$ cat config.mk
export PLATFORM = sky130hd
export DESIGN_NAME = fetch_unit_flat
export DESIGN_NICKNAME = d
export VERILOG_FILES = /design/src/rtl/fetch_unit_pkg.sv /design/src/rtl/fetch_unit_if.sv /design/src/rtl/fetch_skid_buf.sv /design/src/rtl/fetch_unit.sv /design/src/flat_wrapper.sv
export SDC_FILE = /design/constraint.sdc
export NUM_CORES = 1
export LEC_CHECK = 0
export CORE_MARGIN = 5
export CORE_UTILIZATION = 45
export CTS_BUF_LIST = sky130_fd_sc_hd__clkbuf_8 sky130_fd_sc_hd__clkbuf_16
export DETAILED_ROUTE_END_ITERATION = 12
export PLACE_DENSITY = 0.83
export SYNTH_ARGS = -nofsm -noshare
export SYNTH_HDL_FRONTEND = slang
export SYNTH_SLANG_ARGS = --single-unit
$ cat constraint.sdc
create_clock -name clk -period 2.7 [get_ports clk]
set_input_delay 0.27 -clock clk [delete_from_list [all_inputs] [get_ports clk]]
set_output_delay 0.27 -clock clk [all_outputs]
set_load 0.05 [all_outputs]
$ cat src/rtl/fetch_unit_pkg.sv
// Shared defaults and helpers for the instruction fetch front end.
// Widths here must match the instruction ROM and decoder.
package fetch_unit_pkg;

    localparam int FU_ADDR_W   = 5;
    localparam int FU_WIDTH    = 32;
    localparam int FU_RESET_PC = 0;

    // Issue only if the new word is guaranteed a free buffer slot on arrival.
    function automatic logic issue_ok(
        input logic [1:0] cnt,
        input logic       pop,
        input logic       infl
    );
        logic [2:0] occ;
        occ = {1'b0, cnt} - {2'b0, pop} + {2'b0, infl};
        return occ <= 3'd1;
    endfunction

endpackage

$ cat src/rtl/fetch_unit_if.sv
// Fetch bus: ROM read port, decode handshake and branch redirect.
// master = fetch unit side, slave = ROM/decode/execute side.
interface fetch_unit_if #(
    parameter int ADDR_WIDTH = 5,
    parameter int WIDTH      = 32
) ();

    logic [ADDR_WIDTH-1:0] rom_addr;
    logic [WIDTH-1:0]      rom_q;
    logic [WIDTH-1:0]      instr;
    logic [ADDR_WIDTH-1:0] instr_pc;
    logic                  instr_valid;
    logic                  instr_ready;
    logic                  br_valid;
    logic [ADDR_WIDTH-1:0] br_target;

    modport master (
        output rom_addr,
        input  rom_q,
        output instr,
        output instr_pc,
        output instr_valid,
        input  instr_ready,
        input  br_valid,
        input  br_target
    );

    modport slave (
        input  rom_addr,
        output rom_q,
        input  instr,
        input  instr_pc,
        input  instr_valid,
        output instr_ready,
        output br_valid,
        output br_target
    );

endinterface

$ cat src/rtl/fetch_skid_buf.sv
// Two-entry shift FIFO; slot 0 is always the head and drives the outputs
// straight from flops, so nothing combinational reaches decode.
module fetch_skid_buf #(
    parameter int W = 37
) (
    input  logic         clk,
    input  logic         rst,
    input  logic         push_i,
    input  logic         pop_i,
    input  logic         flush_i,
    input  logic [W-1:0] din_i,
    output logic [W-1:0] dout_o,
    output logic         valid_o,
    output logic [1:0]   count_o
);

    logic [W-1:0] e0_q, e0_d;
    logic [W-1:0] e1_q, e1_d;
    logic         v0_q, v0_d;
    logic         v1_q, v1_d;

    always_comb begin
        e0_d = e0_q;
        e1_d = e1_q;
        v0_d = v0_q;
        v1_d = v1_q;
        if (flush_i) begin
            v0_d = 1'b0;
            v1_d = 1'b0;
        end else begin
            if (pop_i && v0_q) begin
                e0_d = e1_q;
                v0_d = v1_q;
                v1_d = 1'b0;
            end
            if (push_i) begin
                if (!v0_d) begin
                    e0_d = din_i;
                    v0_d = 1'b1;
                end else begin
                    e1_d = din_i;
                    v1_d = 1'b1;
                end
            end
        end
    end

    always_ff @(posedge clk or posedge rst) begin
        if (rst) begin
            e0_q <= '0;
            e1_q <= '0;
            v0_q <= 1'b0;
            v1_q <= 1'b0;
        end else begin
            e0_q <= e0_d;
            e1_q <= e1_d;
            v0_q <= v0_d;
            v1_q <= v1_d;
        end
    end

    assign dout_o  = e0_q;
    assign valid_o = v0_q;
    assign count_o = v1_q ? 2'd2 : (v0_q ? 2'd1 : 2'd0);

endmodule

$ cat src/rtl/fetch_unit.sv
// Instruction fetch: PC, ROM issue/inflight tracking and branch redirect.
// Optional FETCH_PERF_EN adds perf_fetched, a count of accepted pops.
module fetch_unit
    import fetch_unit_pkg::*;
#(
    parameter int ADDR_WIDTH = FU_ADDR_W,
    parameter int WIDTH      = FU_WIDTH,
    parameter logic [ADDR_WIDTH-1:0] RESET_PC =
        ADDR_WIDTH'(FU_RESET_PC)
) (
    input  logic          clk,
    input  logic          rst,
    fetch_unit_if.master  f
`ifdef FETCH_PERF_EN
    ,
    output logic [31:0]   perf_fetched
`endif
);

    localparam int EW = WIDTH + ADDR_WIDTH;

    logic [ADDR_WIDTH-1:0] pc_q, pc_d;
    logic [ADDR_WIDTH-1:0] infl_pc_q, infl_pc_d;
    logic                  infl_q, infl_d;
    logic                  pop;
    logic                  issue;
    logic                  br;
    logic [1:0]            count;
    logic [EW-1:0]         head;
    logic                  head_v;

    assign br  = f.br_valid;
    assign pop = head_v & f.instr_ready;

    always_comb begin
        issue     = br | issue_ok(count, pop, infl_q);
        f.rom_addr = br ? f.br_target : pc_q;
        infl_d    = issue;
        infl_pc_d = issue ? f.rom_addr : infl_pc_q;
        pc_d      = issue ? f.rom_addr + 1'b1 : pc_q;
    end

    always_ff @(posedge clk or posedge rst) begin
        if (rst) begin
            pc_q      <= RESET_PC;
            infl_q    <= 1'b0;
            infl_pc_q <= '0;
        end else begin
            pc_q      <= pc_d;
            infl_q    <= infl_d;
            infl_pc_q <= infl_pc_d;
        end
    end

    // A redirect flushes the buffer and drops any pop or arrival this cycle.
    fetch_skid_buf #(.W(EW)) u_buf (
        .clk     (clk),
        .rst     (rst),
        .push_i  (infl_q),
        .pop_i   (pop & ~br),
        .flush_i (br),
        .din_i   ({f.rom_q, infl_pc_q}),
        .dout_o  (head),
        .valid_o (head_v),
        .count_o (count)
    );

    assign f.instr       = head[EW-1:ADDR_WIDTH];
    assign f.instr_pc    = head[ADDR_WIDTH-1:0];
    assign f.instr_valid = head_v;

`ifdef FETCH_PERF_EN
    logic [31:0] perf_q;

    always_ff @(posedge clk or posedge rst) begin
        if (rst) begin
            perf_q <= '0;
        end else if (pop && !br) begin
            perf_q <= perf_q + 32'd1;
        end
    end

    assign perf_fetched = perf_q;
`endif

endmodule

$ cat src/flat_wrapper.sv
// flat-port wrapper written by rule: the top's interface ports become plain ports
module fetch_unit_flat import fetch_unit_pkg::*;
#(
    parameter int ADDR_WIDTH = FU_ADDR_W,
    parameter int WIDTH      = FU_WIDTH,
    parameter logic [ADDR_WIDTH-1:0] RESET_PC =
        ADDR_WIDTH'(FU_RESET_PC)
)
  (clk, rst, f_rom_addr, f_rom_q, f_instr, f_instr_pc, f_instr_valid, f_instr_ready, f_br_valid, f_br_target);
  fetch_unit_if #(.ADDR_WIDTH(ADDR_WIDTH), .WIDTH(WIDTH)) f_i ();
  input  logic clk;
  input  logic rst;
  output wire logic [$bits(f_i.rom_addr)-1:0] f_rom_addr;
  input wire logic [$bits(f_i.rom_q)-1:0] f_rom_q;
  output wire logic [$bits(f_i.instr)-1:0] f_instr;
  output wire logic [$bits(f_i.instr_pc)-1:0] f_instr_pc;
  output wire logic [$bits(f_i.instr_valid)-1:0] f_instr_valid;
  input wire logic [$bits(f_i.instr_ready)-1:0] f_instr_ready;
  input wire logic [$bits(f_i.br_valid)-1:0] f_br_valid;
  input wire logic [$bits(f_i.br_target)-1:0] f_br_target;
  assign f_rom_addr = f_i.rom_addr;
  assign f_i.rom_q = f_rom_q;
  assign f_instr = f_i.instr;
  assign f_instr_pc = f_i.instr_pc;
  assign f_instr_valid = f_i.instr_valid;
  assign f_i.instr_ready = f_instr_ready;
  assign f_i.br_valid = f_br_valid;
  assign f_i.br_target = f_br_target;
  fetch_unit #(.ADDR_WIDTH(ADDR_WIDTH), .WIDTH(WIDTH), .RESET_PC(RESET_PC)) u_core (.clk(clk), .rst(rst), .f(f_i));
endmodule
==> run_results.csv <==
group,metric,value,unit
outcome,outcome,"finished clean",
yosys,ys.flop_type,"dfrtp_1",
grt,grt.total_usage,16.9,%
clock_tree,clock_tree.root_cell,"clkbuf_8",
setup_path,required,2.43,ns
floorplan,die_y,102,um
timing,finalSetupViolCount,0,
final_layout,drive_gt1_share,24.0,%
clock_tree,path_clk_slew,0.09,ns
setup_path,critPathLaunchType,"input port",
yosys,synthArstFlopShare,100,%
pwr,switching_share,40.9,%
place,dp_hpwl,5840,um
clock_tree,cts_tree,"yes",
setup_path,worstSetupPathType,"input port to primary output",
grt,antenna_found_initial,0,
clock_tree,clk_latency,0.34,ns
route,finalWirelength,8350,um
grt,grt_pass1_wl,13800,um
grt,grt_pass1_vias,2784,
pwr,seqPwrFrac,35.7,%
pwr,comb_power_share,49.5,%
grt,grt_util_met3,4.71,%
floorplan,pin_count,84,
route,initialDrtViolationCount,63,
route,vias_per_cell,5.55,
yosys,synth.most_common_cell,"dfrtp_1",
route,drc_errors,0,
yosys,synth_cell_types,33,
yosys,synth-seq-cells,87,
yosys,synth.top_cells.by_area,"dfrtp_1 (57%), mux2_2 (14%), a221o_1 (9.7%), nor3b_1 (7.3%), buf_6 (2.1%)",
timing,fin_ws,0.297,ns
grt,grtUsageMet2,27.8,%
yosys,yosysSeqAreaShare,57.0,%
clock_tree,htree_levels,3,
pwr,p_per_area,1300,nW/um^2
setup_path,cp.arrival,2.13,ns
setup_path,end_kind,"primary output",
yosys,synth.avg_cell_area,14.2,um^2
grt,busiest_layer,"met2",
final_layout,n_antenna_cell,0,
yosys,synth_top_area_share,57.0,%
floorplan,placementRows,33,
yosys,netlist_instances,269,
floorplan,initial_core_util,46.3,%
final_layout,synthToLayoutAreaGrowth,30.3,%
pwr,ir_drop,0.711,mV
place,io_buffers,83,
place,routabilityCongestion,0.744,
setup_path,critPathMaxFanout,11,
clock_tree,hold_buffers,0,
clock_tree,clock_path_buffers,2,
pwr,leakage,2.06,nW
clock_tree,cts_num_sinks,87,
grt,grt_overflow,0,
timing,rsz0062_at_grt,"no",
place,postPlaceCellArea,4770,um^2
floorplan,design.die.area,10400,um^2
floorplan,core_area,8260,um^2
place,pre_cts_ws,-0.0209,ns
timing,relSlewSlack,42.0,%
route,post_drt_wl_per_cell,17.8,um
yosys,yosysWarnings,0,
clock_tree,ctsResizeCount,0,
grt,met1_usage,22.3,%
route,vias,2597,
timing,max_slew.worst_pin.slew,0.866,ns
timing,timing.final.crit_share,89.0,%
yosys,synth_area_leader_cell,"dfrtp_1",
yosys,synth_edf_count,0,
timing,fin_tns_setup,0,ns
timing,fin_skew,0.0141,ns
timing,final_max_slew_viol_count,0,
clock_tree,numCtsBuffers,9,
yosys,synthesis.area,3820,um^2
pwr,p_int,0.00383,W
timing,hold_violations,0,
clock_tree,postCtsSetupBuffers,0,
final_layout,design_area,4980,um^2
floorplan,chipWidth,102,um
route,final_antenna_net_count,0,
timing,fmax,416,MHz
grt,grt_max_degree,48,
worst_hold_path,hp-class,"input port to asynchronous set/reset pin",
yosys,ys_top_cells_by_count,"dfrtp_1 (87), mux2_2 (49), a221o_1 (37), nor3b_1 (37)",
pwr,clockPowerShare,14.8,%
timing,fin_crit,2.40,ns
route,drtPass1Iterations,6,
pwr,p_switching,0.00265,W
final_layout,nets,404,
yosys,syn_nets,314,
run,cap_violations,0,
==> area by class of cell <==
class                      instances  area, um^2
inverter                           8        31.3
clock inverter                     6        87.6
timing repair buffer              99         956
tap                              105         131
fill                             698        3280
sequential                        87        2180
clock buffer                       9         124
multi-input combinational        154        1470
==> cells in the final DEF (no fill, tap or decap), types with 2 or more instances in the layout <==
| master | count |
|---|---|
| ha_1 | 3 |
| clkinvlp_4 | 2 |
| mux2_2 | 49 |
| nor3b_1 | 37 |
| o211ai_1 | 3 |
| o21a_1 | 2 |
| bufinv_16 | 2 |
| a221o_1 | 37 |
| clkdlybuf4s50_1 | 80 |
| buf_4 | 18 |
| inv_1 | 7 |
| clkbuf_8 | 9 |
| dfrtp_1 | 87 |
| and4_1 | 2 |
| o31ai_1 | 3 |
==> cell families after synthesis <==
| group | count (synthesis) | synth area share (%) |
|---|---|---|
| AO/OA/AOI/OAI | 50 | 12.4 |
| XOR/XNOR | 2 | 0.458 |
| adder cells (fa/ha/maj) | 4 | 1.51 |
| buffers and inverters | 28 | 4.68 |
| flip-flops | 87 | 57.0 |
| multiplexers | 49 | 14.4 |
| AND/OR/NAND/NOR | 49 | 9.56 |
==> layer usage <==
metal	part of all wire (%)	up-vias
met5	0	-
met4	0.55	0
met3	5.3	6
met2	49	72
met1	45	1318
li1	-	1201
==> power groups by stage <==
| stage | Sequential, W | Clock [W] | Combinational (W) |
|---|---|---|---|
| 4_1_cts | 0.00232 | 0.000988 | 0.00325 |
| 3_3_place_gp | 0.00230 | 0 | 0.00317 |
| 2_1_floorplan | 0.00321 | 0 | 0.00133 |
| 3_5_place_dp | 0.00233 | 0 | 0.00324 |
| 5_1_grt | 0.00240 | 0.00105 | 0.00339 |
| 6_report | 0.00231 | 0.000962 | 0.00321 |
==> through the flow <==
step                      utilization (%)  cells  total power [W]  hold WS [ns]
after global placement               57.8    453          0.00547         0.478
after floorplan                         -    269          0.00454         0.415
after detailed placement             57.8    453          0.00558         0.487
after global routing                 60.3    468          0.00684         0.200
final                                60.3    468          0.00648         0.194
after CTS                            60.3    468          0.00655         0.185
==> critical path, cell delays in order <==
cell and delay [ns]:
clkdlybuf4s50_1 0.71, mux2_2 0.43, clkdlybuf4s50_1 0.71
==> worst paths after layout <==
kind,to,depth (start not counted),startpoint,slack (ns)
min in group clk,u_core.u_buf.e1_q[22]$_DFFE_PP0P_,1,u_core.u_buf.e1_q[22]$_DFFE_PP0P_,0.50
max,f_rom_addr[1],3,f_br_valid,0.30
min,u_core.u_buf.dout_o[35]$_DFFE_PP0N_,2,rst,0.19
max reg2reg,u_core.infl_pc_q[4]$_DFFE_PP0P_,9,u_core.infl_q$_DFF_PP0_,0.31
min reg2reg,u_core.u_buf.e1_q[22]$_DFFE_PP0P_,1,u_core.u_buf.e1_q[22]$_DFFE_PP0P_,0.50
max in group asynchronous,u_core.u_buf.v1_q$_DFF_PP0_,3,rst,1.88
==> state kept, by name (all words and copies together), names as in the netlist <==
register,cells
u_core.u_buf.valid_o,1
u_core.infl_pc_q,5
u_core.u_buf.v1_q,1
u_core.u_buf.dout_o,37
u_core.pc_q,5
u_core.infl_q,1
u_core.u_buf.e1_q,37
Note: power is estimated with default switching activity, not from simulation.
